**src/rtl/ctrl_encode_def.sv**
```systemverilog
// ALUOp codes and mult/div FSM state encodings shared by alu_md and its
// iterative mult/div engine.
package ctrl_encode_def;

  localparam int unsigned OP_ADDU  = 0;
  localparam int unsigned OP_SUBU  = 1;
  localparam int unsigned OP_ADD   = 2;
  localparam int unsigned OP_SUB   = 3;
  localparam int unsigned OP_AND   = 4;
  localparam int unsigned OP_OR    = 5;
  localparam int unsigned OP_XOR   = 6;
  localparam int unsigned OP_NOR   = 7;
  localparam int unsigned OP_SLT   = 8;
  localparam int unsigned OP_SLTU  = 9;
  localparam int unsigned OP_SLL   = 10;
  localparam int unsigned OP_SRL   = 11;
  localparam int unsigned OP_SRA   = 12;
  localparam int unsigned OP_LUI   = 13;
  localparam int unsigned OP_MFHI  = 14;
  localparam int unsigned OP_MFLO  = 15;
  localparam int unsigned OP_MTHI  = 16;
  localparam int unsigned OP_MTLO  = 17;
  localparam int unsigned OP_MULT  = 18;
  localparam int unsigned OP_MULTU = 19;
  localparam int unsigned OP_DIV   = 20;
  localparam int unsigned OP_DIVU  = 21;

  typedef enum logic [1:0] {
    S_IDLE = 2'd0,
    S_MUL  = 2'd1,
    S_DIV  = 2'd2,
    S_FIN  = 2'd3
  } state_t;

endpackage

```
**src/rtl/alu_muldiv_iter.sv**
```systemverilog
// Iterative shift-add multiplier / restoring divider that owns the HI/LO
// registers. Works on magnitudes and applies the result signs when writing HI/LO.
module alu_muldiv_iter
  import ctrl_encode_def::*;
#(
  parameter int WIDTH = 32,
  parameter int OP_W  = 5
) (
  input  logic             clk,
  input  logic             rst_n,
  input  logic             start,
  input  logic [OP_W-1:0]  op,
  input  logic [WIDTH-1:0] a,
  input  logic [WIDTH-1:0] b,
  output logic             busy,
  output logic             done,
  output logic [WIDTH-1:0] hi,
  output logic [WIDTH-1:0] lo
);

  localparam int CNT_W = $clog2(WIDTH);

  state_t               state, state_next;
  logic [CNT_W-1:0]     count;
  logic [2*WIDTH-1:0]   acc, acc_next;
  logic [WIDTH-1:0]     opnd;
  logic                 neg_hi, neg_lo;
  logic                 is_mul, is_div, is_signed, last;
  logic [WIDTH-1:0]     mag_a, mag_b;
  logic [WIDTH:0]       mul_sum, div_trial;
  logic [2*WIDTH-1:0]   prod_fix;
  logic [WIDTH-1:0]     res_hi, res_lo;

  assign is_mul    = (op == OP_W'(OP_MULT)) || (op == OP_W'(OP_MULTU));
  assign is_div    = (op == OP_W'(OP_DIV))  || (op == OP_W'(OP_DIVU));
  assign is_signed = (op == OP_W'(OP_MULT)) || (op == OP_W'(OP_DIV));
  assign mag_a     = (is_signed && a[WIDTH-1]) ? -a : a;
  assign mag_b     = (is_signed && b[WIDTH-1]) ? -b : b;
  assign last      = (count == CNT_W'(WIDTH - 1));
  assign busy      = (state == S_MUL) || (state == S_DIV);
  assign done      = (state == S_FIN);

  // acc: multiply = {partial product, remaining multiplier bits};
  //      divide   = {partial remainder, dividend bits / quotient bits}
  always_comb begin
    mul_sum   = {1'b0, acc[2*WIDTH-1:WIDTH]} + (acc[0] ? {1'b0, opnd} : '0);
    div_trial = {acc[2*WIDTH-1:WIDTH], acc[WIDTH-1]} - {1'b0, opnd};
    acc_next  = acc;
    if (state == S_MUL) begin
      acc_next = {mul_sum, acc[WIDTH-1:1]};
    end else if (state == S_DIV) begin
      if (div_trial[WIDTH]) acc_next = {acc[2*WIDTH-2:0], 1'b0};
      else                  acc_next = {div_trial[WIDTH-1:0], acc[WIDTH-2:0], 1'b1};
    end
  end

  always_comb begin
    prod_fix = neg_lo ? -acc_next : acc_next;
    res_hi   = prod_fix[2*WIDTH-1:WIDTH];
    res_lo   = prod_fix[WIDTH-1:0];
    if (state == S_DIV) begin
      res_lo = neg_lo ? -acc_next[WIDTH-1:0] : acc_next[WIDTH-1:0];
      res_hi = neg_hi ? -acc_next[2*WIDTH-1:WIDTH] : acc_next[2*WIDTH-1:WIDTH];
    end
  end

  always_comb begin
    state_next = state;
    case (state)
      S_IDLE: begin
        if (start && is_mul)      state_next = S_MUL;
        else if (start && is_div) state_next = (b == '0) ? S_FIN : S_DIV;
      end
      S_MUL, S_DIV: if (last) state_next = S_FIN;
      S_FIN:        state_next = S_IDLE;
      default:      state_next = S_IDLE;
    endcase
  end

  always_ff @(posedge clk or negedge rst_n) begin
    if (!rst_n) begin
      state  <= S_IDLE;
      count  <= '0;
      acc    <= '0;
      opnd   <= '0;
      neg_hi <= 1'b0;
      neg_lo <= 1'b0;
      hi     <= '0;
      lo     <= '0;
    end else begin
      state <= state_next;
      acc   <= acc_next;
      case (state)
        S_IDLE: begin
          if (start && (is_mul || is_div)) begin
            count  <= '0;
            neg_lo <= is_signed && (a[WIDTH-1] ^ b[WIDTH-1]);
            neg_hi <= is_signed && a[WIDTH-1];
            acc    <= {{WIDTH{1'b0}}, is_mul ? mag_b : mag_a};
            opnd   <= is_mul ? mag_a : mag_b;
            // divide by zero finishes immediately with a fixed result
            if (is_div && (b == '0)) begin
              hi <= a;
              lo <= '1;
            end
          end else if (start && (op == OP_W'(OP_MTHI))) begin
            hi <= a;
          end else if (start && (op == OP_W'(OP_MTLO))) begin
            lo <= a;
          end
        end
        S_MUL, S_DIV: begin
          count <= count + CNT_W'(1);
          if (last) begin
            hi <= res_hi;
            lo <= res_lo;
          end
        end
        default: ;
      endcase
    end
  end

endmodule

```
**src/rtl/alu_md.sv**
```systemverilog
// EX-stage ALU: single-cycle combinational ops plus the iterative mult/div
// engine with HI/LO registers.
module alu_md
  import ctrl_encode_def::*;
#(
  parameter int WIDTH = 32,
  parameter int OP_W  = 5
) (
  input  logic             clk,
  input  logic             rst_n,
  input  logic [WIDTH-1:0] A,
  input  logic [WIDTH-1:0] B,
  input  logic [OP_W-1:0]  ALUOp,
  input  logic [4:0]       shamt,
  input  logic             start,
  output logic [WIDTH-1:0] C,
  output logic             Zero,
  output logic             Overflow,
  output logic             busy,
  output logic             done,
  output logic [WIDTH-1:0] hi,
  output logic [WIDTH-1:0] lo
);

  localparam logic [WIDTH-1:0] ONE = WIDTH'(1);

  logic [WIDTH-1:0] sum, diff;

  assign sum  = A + B;
  assign diff = A + ~B + ONE;
  assign Zero = (A == B);

  always_comb begin
    C        = '0;
    Overflow = 1'b0;
    case (ALUOp)
      OP_W'(OP_ADDU): C = sum;
      OP_W'(OP_SUBU): C = diff;
      OP_W'(OP_ADD): begin
        C        = sum;
        Overflow = (A[WIDTH-1] == B[WIDTH-1]) && (sum[WIDTH-1] != A[WIDTH-1]);
      end
      OP_W'(OP_SUB): begin
        C        = diff;
        Overflow = (A[WIDTH-1] != B[WIDTH-1]) && (diff[WIDTH-1] != A[WIDTH-1]);
      end
      OP_W'(OP_AND):  C = A & B;
      OP_W'(OP_OR):   C = A | B;
      OP_W'(OP_XOR):  C = A ^ B;
      OP_W'(OP_NOR):  C = ~(A | B);
      OP_W'(OP_SLT):  C = {{(WIDTH-1){1'b0}}, $signed(A) < $signed(B)};
      OP_W'(OP_SLTU): C = {{(WIDTH-1){1'b0}}, A < B};
      OP_W'(OP_SLL):  C = B << shamt;
      OP_W'(OP_SRL):  C = B >> shamt;
      OP_W'(OP_SRA):  C = $signed(B) >>> shamt;
      OP_W'(OP_LUI):  C = B << (WIDTH / 2);
      OP_W'(OP_MFHI): C = hi;
      OP_W'(OP_MFLO): C = lo;
      default: ;
    endcase
  end

  alu_muldiv_iter #(
    .WIDTH (WIDTH),
    .OP_W  (OP_W)
  ) u_muldiv (
    .clk   (clk),
    .rst_n (rst_n),
    .start (start),
    .op    (ALUOp),
    .a     (A),
    .b     (B),
    .busy  (busy),
    .done  (done),
    .hi    (hi),
    .lo    (lo)
  );

endmodule

```
**config.mk**
```make
export PLATFORM = sky130hd
export DESIGN_NAME = alu_md
export DESIGN_NICKNAME = d
export VERILOG_FILES = /design/src/rtl/ctrl_encode_def.sv /design/src/rtl/alu_muldiv_iter.sv /design/src/rtl/alu_md.sv
export SDC_FILE = /design/constraint.sdc
export NUM_CORES = 1
export LEC_CHECK = 0
export CAP_MARGIN = 40
export CORE_MARGIN = 8
export CORE_UTILIZATION = 40
export DETAILED_ROUTE_END_ITERATION = 16
export SKIP_LAST_GASP = 1
export SYNTH_ARGS = -nofsm -noshare
export SYNTH_HDL_FRONTEND = slang
export SYNTH_SLANG_ARGS = --single-unit
```
**constraint.sdc**
```tcl
create_clock -name clk -period 6.35 [get_ports clk]
set_clock_uncertainty 0.1 [all_clocks]
set_input_delay 0.635 -clock clk [delete_from_list [all_inputs] [get_ports clk]]
set_output_delay 0.635 -clock clk [all_outputs]
set_load 0.005 [all_outputs]
```
# ---- Word level (Yosys, flattened, before mapping)
# Index checks and enable logic that the tools add are counted.
dict set report totals {
  inputBits 77
  reg_bits 169
  elab_cells 130
  out_inout_bits 100
}
dict set report classes {
  addsub 11
  shifts 3
  eq_ne 37
  bitwise_logic 6
  muxes 35
  reduce_logical 28
  order_cmp 2
}
# cell count
set ops {}
lappend ops {{2-to-1 mux 32 bit} 18}
lappend ops {{one-hot mux 32 bit (14 select lines)} 1}
lappend ops {{2-to-1 mux 64 bit} 6}
lappend ops {{negator 32 bit} 4}
lappend ops {{one-hot mux 32 bit (2 select lines)} 2}
lappend ops {{adder 32 bit} 2}
lappend ops {{less-than comparator 32 bit} 2}
lappend ops {{negator 64 bit} 1}
lappend ops {{NOT 32 bit} 2}
lappend ops {{== test 5 x 4 -> 1 bit, second input constant} 8}
lappend ops {{== test 5 bit, second input constant} 7}
lappend ops {{adder 32 x 33 -> 33 bit} 1}
lappend ops {{subtractor 33 x 32 -> 33 bit} 1}
lappend ops {{adder 32 x 1 -> 32 bit, second input constant} 1}
lappend ops {{bitwise AND 32 bit} 1}
lappend ops {{== test 32 bit} 1}
lappend ops {{zero test 32 bit} 1}
lappend ops {{bitwise OR 32 bit} 1}
lappend ops {{<< shifter 32 x 5 -> 32 bit} 1}
lappend ops {{right shift 32 x 5 -> 32 bit} 1}
lappend ops {{>>> shifter 32 x 5 -> 32 bit} 1}
lappend ops {{XOR 32 bit} 1}
lappend ops {{== test 5 x 3 -> 1 bit, second input constant} 4}
lappend ops {{logical AND 1 bit} 11}
lappend ops {{26 further kinds} 43}

# ---- Longest topological paths before layout
# Gate-level depths: netlist of the first run.
dict set report depth {
  word_depth 9
  depth_mapped 26
  ltp_nobuf 23
}

# ---- Hierarchy
# A second synthesis of the first run with hierarchy kept.
dict set report hier_totals {
  hier_cells 3556
  area_unflattened_um2 26100.0
}
# module n_inst area_per_inst_um2 cells_each
set by_module_without_submodules {}
lappend by_module_without_submodules {alu_muldiv_iter 1 16458.3 2178}
lappend by_module_without_submodules {alu_md 1 9641.7 1378}

# ---- Worst setup path after synthesis of the first run
# Ideal clock, no wire load.
dict set report synth_path {
  path_kind {reg-to-reg}
  from {register u_muldiv.acc[31]}
  to {register u_muldiv.hi[30]}
  arrival_ns 4.912
  path_slack_ns 1.273
  path_stages_with_launch 27
  period_less_slack_ns 5.077
  t_required_ns 6.185
  n_path_buf 3
  path_cell_list {dfrtp_1 -> inv_1 -> ha_1 -> inv_1 -> fa_1 -> a211oi_1 -> o211ai_2 -> nand4_2 -> a31o_4 -> or3_1 -> buf_6 -> a21boi_0 -> a211oi_2 -> ha_1 -> nand2_1 -> nor2_1 -> nand2_1 -> or2_2 -> clkbuf_1 -> o21ai_0 -> and3_1 -> buf_2 -> a31o_2 -> nand4_1 -> nor3_1 -> mux2i_1 -> o211a_1}
}
dict set report synth_via {
  elab_chain_len 9
  elab_cells_between_ends 11
}
# item line_no
set synth_lines {}
lappend synth_lines {{start: declaration} alu_muldiv_iter.sv:25} ;# logic [2*WIDTH-1:0] acc, acc_next;
lappend synth_lines {{start signal: assignment} alu_muldiv_iter.sv:92} ;# acc <= acc_next;
lappend synth_lines {{start signal: assignment} alu_muldiv_iter.sv:99} ;# acc <= {{WIDTH{1'b0}}, is_mul ? mag_b : mag_a};
lappend synth_lines {{subtractor 33 x 32 -> 33 bit} alu_muldiv_iter.sv:47} ;# div_trial = {acc[2*WIDTH-1:WIDTH], acc[WIDTH-1]} - {1'b0, opnd};
lappend synth_lines {{2-to-1 mux 64 bit} alu_muldiv_iter.sv:52} ;# if (div_trial[WIDTH]) acc_next = {acc[2*WIDTH-2:0], 1'b0};
lappend synth_lines {{2-to-1 mux 64 bit} alu_muldiv_iter.sv:51} ;# end else if (state == S_DIV) begin
lappend synth_lines {{2-to-1 mux 64 bit *} alu_muldiv_iter.sv:49} ;# if (state == S_MUL) begin
lappend synth_lines {{negator 64 bit or negator 32 bit (tied branches)} {alu_muldiv_iter.sv:58, alu_muldiv_iter.sv:63}}
lappend synth_lines {{2-to-1 mux 64 bit or 2-to-1 mux 32 bit (tied branches)} {alu_muldiv_iter.sv:58, alu_muldiv_iter.sv:63}}
lappend synth_lines {{2-to-1 mux 32 bit *} alu_muldiv_iter.sv:61} ;# if (state == S_DIV) begin
lappend synth_lines {{2-to-1 mux 32 bit *} alu_muldiv_iter.sv:114} ;# if (last) begin
lappend synth_lines {{one-hot mux 32 bit (2 select lines) *} alu_muldiv_iter.sv:93} ;# case (state)
lappend synth_lines {{end signal: assignment} alu_muldiv_iter.sv:115} ;# hi <= res_hi;
lappend synth_lines {{end: declaration} alu_muldiv_iter.sv:17} ;# output logic [WIDTH-1:0] hi,
# Mark *: on every way between the ends. The rest lies on a longest branch, timed or not. The select of a mux whose other input is x is not followed.
# A chain may end at the register's enable or synchronous reset.

# ---- Worst setup path in the final report of the first run
dict set report layout_path {
  from {input B[2]}
  to {output C[31]}
}
dict set report layout_via {
  elab_chain_len 4
  elab_cells_between_ends 8
}
# item line_no
set layout_lines {}
lappend layout_lines {{start: declaration} alu_md.sv:12} ;# input logic [WIDTH-1:0] B,
lappend layout_lines {{NOT 32 bit} alu_md.sv:30} ;# assign diff = A + ~B + ONE;
lappend layout_lines {{adder 32 bit} alu_md.sv:30}
lappend layout_lines {{adder 32 x 1 -> 32 bit} alu_md.sv:30}
lappend layout_lines {{one-hot mux 32 bit (14 select lines) *} alu_md.sv:36} ;# case (ALUOp)
lappend layout_lines {{end: declaration} alu_md.sv:16} ;# output logic [WIDTH-1:0] C,
# Mark *: on every way between the ends. The rest lies on a longest branch, timed or not.

==> results of run 1 <==
-- routing by layer --
layer	global-route usage [%]	up-vias
li1	-	12500
met4	19.6	6
met1	52.1	13900
met2	54.5	1839
met3	9.74	330
met5	0	-
-- area by class of cell --
cell class	count	area (um^2)	area share (%)
Antenna cell	3	7.51	0.0266
Clock buffer	17	425	1.51
Clock inverter	15	198	0.701
Inverter	161	604	2.14
Multi-Input combinational cell	2732	18200	64.4
Sequential cell	169	4230	15.0
Tap cell	773	967	3.43
Timing Repair Buffer	415	3600	12.8
-- placed cells by master, fill, tap and decap left out, types with 67 or more instances in the layout --
cell	count
nand2_1	366
inv_1	155
o21ai_0	351
xnor2_1	144
nor2_1	279
nand3_1	67
o211ai_1	90
a21oi_1	263
clkdlybuf4s50_1	165
dfrtp_1	169
buf_4	230
mux2i_1	134
ha_1	167
-- worst max-delay path: stages --
cell and delay (ns):
clkdlybuf4s50_1 0.67, inv_1 0.12, ha_1 0.41, inv_1 0.08
a21oi_1 0.24, o211ai_1 0.15, a31oi_2 0.26, o221a_2 0.32
o21a_1 0.22, o21ai_0 0.12, buf_4 0.16, o2111a_1 0.24
a221o_1 0.30, o41a_1 0.37, nor2_1 0.11, a21oi_1 0.06
xor2_1 0.16, o21ai_0 0.16, buf_4 0.15, clkdlybuf4s50_1 0.51
-- flip-flops by register name, summed over array words and instances (netlist names) --
name and cells:
u_muldiv.acc 64, u_muldiv.count 5, u_muldiv.hi 32, u_muldiv.lo 32
u_muldiv.neg_hi 1, u_muldiv.neg_lo 1, u_muldiv.opnd 32, u_muldiv.state 2
-- repair_timing --
action,4_1_cts,5_1_grt
gates resized for setup,3,15
hold buffers,1,0
buffers inserted,1,0
setup endpoints to repair,2,23
pin swaps,2,2
hold endpoints to repair,23,0
-- through the flow --
step / std cells / TNS [ns] / utilization (%) / setup WS, ns / total power (W)
floorplan: 3292 / 0 / - / 1.27 / 0.00752
global placement: 4242 / -0.192 / 46.6 / -0.192 / 0.0110
detailed placement: 4247 / -0.124 / 46.7 / -0.124 / 0.0111
CTS: 4281 / -0.0122 / 47.8 / -0.0122 / 0.0124
global route: 4282 / -0.0621 / 47.9 / -0.0527 / 0.0134
finish: 4285 / 0 / 47.9 / 0.146 / 0.0126
-- path summary, 6_finish.rpt --
| path | to | slack [ns] | cells past startpoint |
|---|---|---|---|
| min in group asynchronous | u_muldiv.count[3] | 0.45 | 2 |
| worst max register to register | u_muldiv.hi[30] | 0.25 | 23 |
| worst max-delay path | C[31] | 0.15 | 20 |
| worst min-delay path | u_muldiv.count[4] | 0.40 | 1 |
| max in group asynchronous | u_muldiv.lo[10] | 4.43 | 3 |
| worst min register to register | u_muldiv.count[4] | 0.40 | 1 |
-- cells in the mapped netlist (all sizes together) (21+ instances only) --
library cell and count:
a211oi 32, a21oi 265, inv 157, o31ai 29
o211ai 91, nor4 21, dfrtp 169, a221oi 42
nand2b 21, mux2 23, a21o 52, buf 48
nand4 30, nand2 367, nor2 286, a31oi 28
clkbuf 182, o22ai 36, xor2 48, o21bai 23
a22oi 33, o21ai 360, nand3 70, and3 29
mux2i 134, nor3 69, and2 46, xnor2 144
ha 170
-- power by group --
group          internal [W]  leakage (nW)  switching (W)  total (W)
clock network      0.000571         0.303       0.000607    0.00118
registers           0.00159          2.10       0.000817    0.00241
logic               0.00345          9.64        0.00561    0.00906
total               0.00561          12.0        0.00703     0.0126
-- kinds of logic (layout without fill, tap and decap cells) --
kind of cell	count (synthesis)	count (layout)	share of synthesized area (%)
compound gates	1181	1181	32.1
simple gates	1017	1017	19.7
xor+xnor	192	192	7.07
flops	169	169	17.8
fa+ha+maj	174	174	9.28
mux	168	168	7.78
buf+inv	391	608	6.30
other cells	0	3	0
==> flow_metrics.env, run 1 <==
export IMPL_tritoncts="yes"
export IMPL_timing_fmax_mhz=161
export IMPL_placedInstanceArea_mm2=0.0275
export IMPL_grtUsageTotal_pct=38.1
export IMPL_io_buffers=176
export IMPL_dieArea_mm2=0.0675
export IMPL_wl_met3_um=14700
export IMPL_syn_to_final_growth_pct=18.5
export IMPL_p_leak_nw=12.0
export IMPL_die_height_um=260
export IMPL_clock_path_buffers=2
export IMPL_startpoint_type="input port"
export IMPL_worst_endpoint_arrival_ns=5.47
export IMPL_drt_initial_drc_count=4062
export IMPL_clk_latency_ns=0.51
export IMPL_fillers=5953
export IMPL_fin_crit_ns=6.20
export IMPL_io_pin_count=177
export IMPL_async_flop_share_pct=100
export IMPL_dr_pass1_iters=6
export IMPL_ir_drop_mv=0.392
export IMPL_finalHoldViolCount=0
export IMPL_dp_hpwl_um=108000
export IMPL_synth_top_area_cell="dfrtp_1"
export IMPL_ys_seq_elements=169
export IMPL_power_density_mw_per_mm2=448
export IMPL_clkTransAtPathRegs_ns=0.08
export IMPL_final_period_utilization_pct=97.7
export IMPL_grt_pass1_wl_um=190000
export IMPL_fp_dieW_um=260
export IMPL_grt_pass1_vias=26600
export IMPL_cts_htree_levels=4
export IMPL_detail_route_antenna_nets=0
export IMPL_setup_viol_count_final=0
export IMPL_ys_seq_area_share_pct=17.8
export IMPL_syn_avg_cell_area_um2=7.23
export IMPL_stdcell_area_mm2=0.0282
export IMPL_coreArea_mm2=0.0589
export IMPL_min_path_type="reg2reg"
export IMPL_num_vias=28600
export IMPL_rr_startpoint="u_muldiv.acc[31]"
export IMPL_cp_end_kind="primary output"
export IMPL_crit_path_max_fanout=6
export IMPL_drv_cap=0
export IMPL_syn_nets=3543
export IMPL_yosys_warnings=0
export IMPL_ys_types=94
export IMPL_initial_core_util_pct=40.4
export IMPL_holdWs_ns=0.402
export IMPL_wire_per_inst_um=31.0
export IMPL_drc=0
export IMPL_overflow=0
export IMPL_final_nets=3747
export IMPL_maxSlewHeadroom_pct=32.9
export IMPL_rsz0062_at_grt="yes"
export IMPL_numCtsBuffers=17
export IMPL_final_max_slew_violation_count=0
export IMPL_synth_edf_count=0
export IMPL_route_layer_met1_wl_um=55500
export IMPL_crit_start="B[2]"
export IMPL_synthTopCellsByArea="dfrtp_1 (18%), ha_1 (8.9%), o21ai_0 (7.4%), nand2_1 (5.8%), mux2i_1 (5.6%)"
export IMPL_critPathRequiredTime_ns=5.61
export IMPL_synth_top_cell_area_share_pct=17.8
export IMPL_syn_inst=3292
export IMPL_tightest_slew_ns=1.01
export IMPL_num_rows=89
export IMPL_netlist_area_mm2=0.0238
export IMPL_vias_per_cell=6.67
export IMPL_hp_start="u_muldiv.count[4]"
export IMPL_dr_wl_met2_um=54700
export IMPL_place_congestion=1.07
export IMPL_post_route_cells_drive_above_1_share_pct=10.8
export IMPL_cts_root_buf="clkbuf_16"
export IMPL_outcome="completed"
export IMPL_grt_max_degree=147
export IMPL_synth_ff_type="dfrtp_1"
export IMPL_cts_sinks=169
export IMPL_worstSetupPathType="in2out"
export IMPL_routed_wl_um=133000
export IMPL_antenna_found_initial=6
export IMPL_top_layer_used="met5"
(Power assumes the default switching activity.)
==> run 2: changes to the inputs <==
--- a/config.mk
+++ b/config.mk
@@ -6,9 +6,12 @@
 export NUM_CORES = 1
 export LEC_CHECK = 0
 export CAP_MARGIN = 40
+export CELL_PAD_IN_SITES_DETAIL_PLACEMENT = 1
+export CELL_PAD_IN_SITES_GLOBAL_PLACEMENT = 2
 export CORE_MARGIN = 8
-export CORE_UTILIZATION = 40
+export CORE_UTILIZATION = 32
 export DETAILED_ROUTE_END_ITERATION = 16
+export PLACE_DENSITY_LB_ADDON = 0.1
 export SKIP_LAST_GASP = 1
 export SYNTH_ARGS = -nofsm -noshare
 export SYNTH_HDL_FRONTEND = slang
==> flow_metrics.env, run 2 (synthesis results as in run 1) <==
export IMPL_outcome="completed"
export IMPL_crit_slowest_cell="clkdlybuf4s50_1"
export IMPL_tritoncts="yes"
export IMPL_drc=0
export IMPL_cts_htree_levels=4
export IMPL_largest_reg_flops=64
export IMPL_rr_startpoint="u_muldiv.acc[31]"
export IMPL_place_congestion=0.991
export IMPL_startpoint_type="input port"
export IMPL_critPathRequiredTime_ns=5.61
export IMPL_path_cells="clkdlybuf4s50_1, inv_1, ha_1, a21o_1, a21oi_1, o21ai_0, a21o_1, a311o_1, o21ai_2, a31oi_1, buf_4, a2111oi_0, buf_4, nor3_1, o31ai_1, o31a_1, xnor2_1, o21ai_0, clkdlybuf4s50_1"
export IMPL_die_height_um=289
export IMPL_post_route_cells_drive_above_1_share_pct=11.3
export IMPL_p_leak_nw=12.1
export IMPL_antenna_found_initial=13
export IMPL_detail_route_antenna_nets=0
export IMPL_tightest_slew_ns=0.963
export IMPL_worstHoldPathCells=1
export IMPL_cts_sinks=169
export IMPL_clk_latency_ns=0.51
export IMPL_dp_hpwl_um=121000
export IMPL_timing_fmax_mhz=161
export IMPL_final_max_slew_violation_count=0
export IMPL_cp_end_kind="primary output"
export IMPL_setup_viol_count_final=0
export IMPL_power_density_mw_per_mm2=459
export IMPL_finalHoldViolCount=0
export IMPL_rrSetupSlack_ns=0.25
export IMPL_worstSetupPathType="in2out"
export IMPL_final_common_cell="nand2_1"
export IMPL_holdWs_ns=0.440
export IMPL_min_path_type="reg2reg"
export IMPL_grtUsageTotal_pct=34.4
export IMPL_final_period_utilization_pct=97.7
export IMPL_grt_max_degree=85
export IMPL_num_rows=100
export IMPL_ir_drop_mv=0.206
export IMPL_crit_path_max_fanout=4
export IMPL_drv_cap=0
export IMPL_dp_slack_ns=0.0517
export IMPL_grt_pass1_wl_um=211000
export IMPL_cts_setup_buffers=0
export IMPL_layout_common_cells="nand2_1 (365), o21ai_0 (351), nor2_1 (278), a21oi_1 (264), buf_4 (253)"
export IMPL_routed_wl_um=147000
export IMPL_drt_initial_drc_count=2839
export IMPL_clkTransAtPathRegs_ns=0.10
export IMPL_vias_per_cell=6.33
export IMPL_coreArea_mm2=0.0741
export IMPL_crit_path_max_incr_delay_ns=0.57
export IMPL_clock_path_buffers=2
export IMPL_regMostFlops="u_muldiv.acc"
export IMPL_final_nets=3770
export IMPL_dr_pass1_iters=8
export IMPL_io_pin_count=177
export IMPL_worst_slack_ns=0.144
export IMPL_numCtsBuffers=17
export IMPL_initial_core_util_pct=32.1
export IMPL_wire_per_inst_um=32.7
export IMPL_io_buffers=176
export IMPL_hold_end="u_muldiv.count[1]"
export IMPL_num_vias=28500
export IMPL_dieArea_mm2=0.0833
export IMPL_cp_num_buf_inv=5
export IMPL_overflow=0
export IMPL_grt_pass1_vias=28200
export IMPL_tns_ns=0
export IMPL_cts_root_buf="clkbuf_16"
export IMPL_maxSlewHeadroom_pct=35.8
export IMPL_critPathTopFamily="compound AO/OA/AOI/OAI gates"
export IMPL_syn_to_final_growth_pct=20.5
export IMPL_r2r_cells=26
export IMPL_rsz0062_at_grt="no"
export IMPL_fp_dieW_um=289
export IMPL_crit_reg2reg_capture="u_muldiv.hi[30]"
export IMPL_fin_crit_ns=6.21
export IMPL_worst_endpoint_arrival_ns=5.47
export IMPL_hp_start="u_muldiv.count[1]"
-- run 2: power breakdown --
group          total (W)  leakage, nW  switching, W  internal, W
clock            0.00120        0.305      0.000651     0.000547
combinational    0.00959         9.73       0.00597      0.00362
sequential       0.00238         2.10      0.000792      0.00159
-- run 2: layout make-up --
type	instances	area, um^2
well taps	969	1210
flip-flops and latches	169	4230
clock inverters	15	216
repair buffers	438	3800
multi-input cells	2732	18200
clock buffers	17	425
inverters	161	604
diodes	4	10.0
fillers	9131	45400
-- run 2: metal layers --
layer  share of wire (%)  vias up  track usage, %
met5                   0        -               0
met4                 4.0        0            12.2
met3                 7.4      195            5.88
met2                  44     1250            53.5
met1                  45    14500            47.6
li1                    -    12500               -
-- run 2: worst max path at each step --
| stage | from | slack [ns] | endpoint | cells past startpoint |
|---|---|---|---|---|
| 6_report | B[8] | 0.14 | C[29] | 19 |
| 5_1_grt | A[0] | 0.02 | C[26] | 20 |
| 4_1_cts | B[8] | 0.02 | C[29] | 19 |
| 3_5_place_dp | u_muldiv.acc[31] | 0.05 | u_muldiv.hi[30] | 26 |
| 3_3_place_gp | u_muldiv.acc[31] | 0.09 | u_muldiv.hi[30] | 26 |
| 2_1_floorplan | u_muldiv.acc[31] | 1.27 | u_muldiv.hi[30] | 26 |
-- run 2: worst register-to-register path, cell delays in order, from the launching register on --
cell      delay (ns)
dfrtp_1         0.49
inv_1           0.15
ha_1            0.20
inv_1           0.06
fa_1            0.45
a211oi_2        0.26
buf_4           0.17
o211ai_2        0.11
nand4_2         0.17
a31o_4          0.21
or3_1           0.18
a21boi_0        0.13
a211oi_2        0.35
buf_4           0.19
ha_1            0.18
nand2_1         0.11
nor2_1          0.20
nand2_2         0.17
or2_2           0.37
o21ai_0         0.28
buf_4           0.17
and3_2          0.25
a31o_2          0.25
nand4_1         0.18
nor3_2          0.20
mux2i_1         0.27
o211a_1         0.18
-- run 2: repair_timing --
action                                  CTS  global route
endpoints found under the hold margin    19             0
gates resized for setup                   2            12
endpoints found under the setup margin    2            17
pin swaps                                 1             1
hold buffers                              1             0
-- run 2: per-stage QoR --
| stage | power, W | std cells | area (um^2) | util (%) |
|---|---|---|---|---|
| after floorplan | 0.00752 | 3292 | 23800 | - |
| after global placement | 0.0116 | 4460 | 27800 | 37.6 |
| after detailed placement | 0.0117 | 4468 | 28000 | 37.8 |
| after CTS | 0.0130 | 4501 | 28600 | 38.7 |
| after global routing | 0.0139 | 4502 | 28700 | 38.7 |
| final | 0.0132 | 4505 | 28700 | 38.7 |
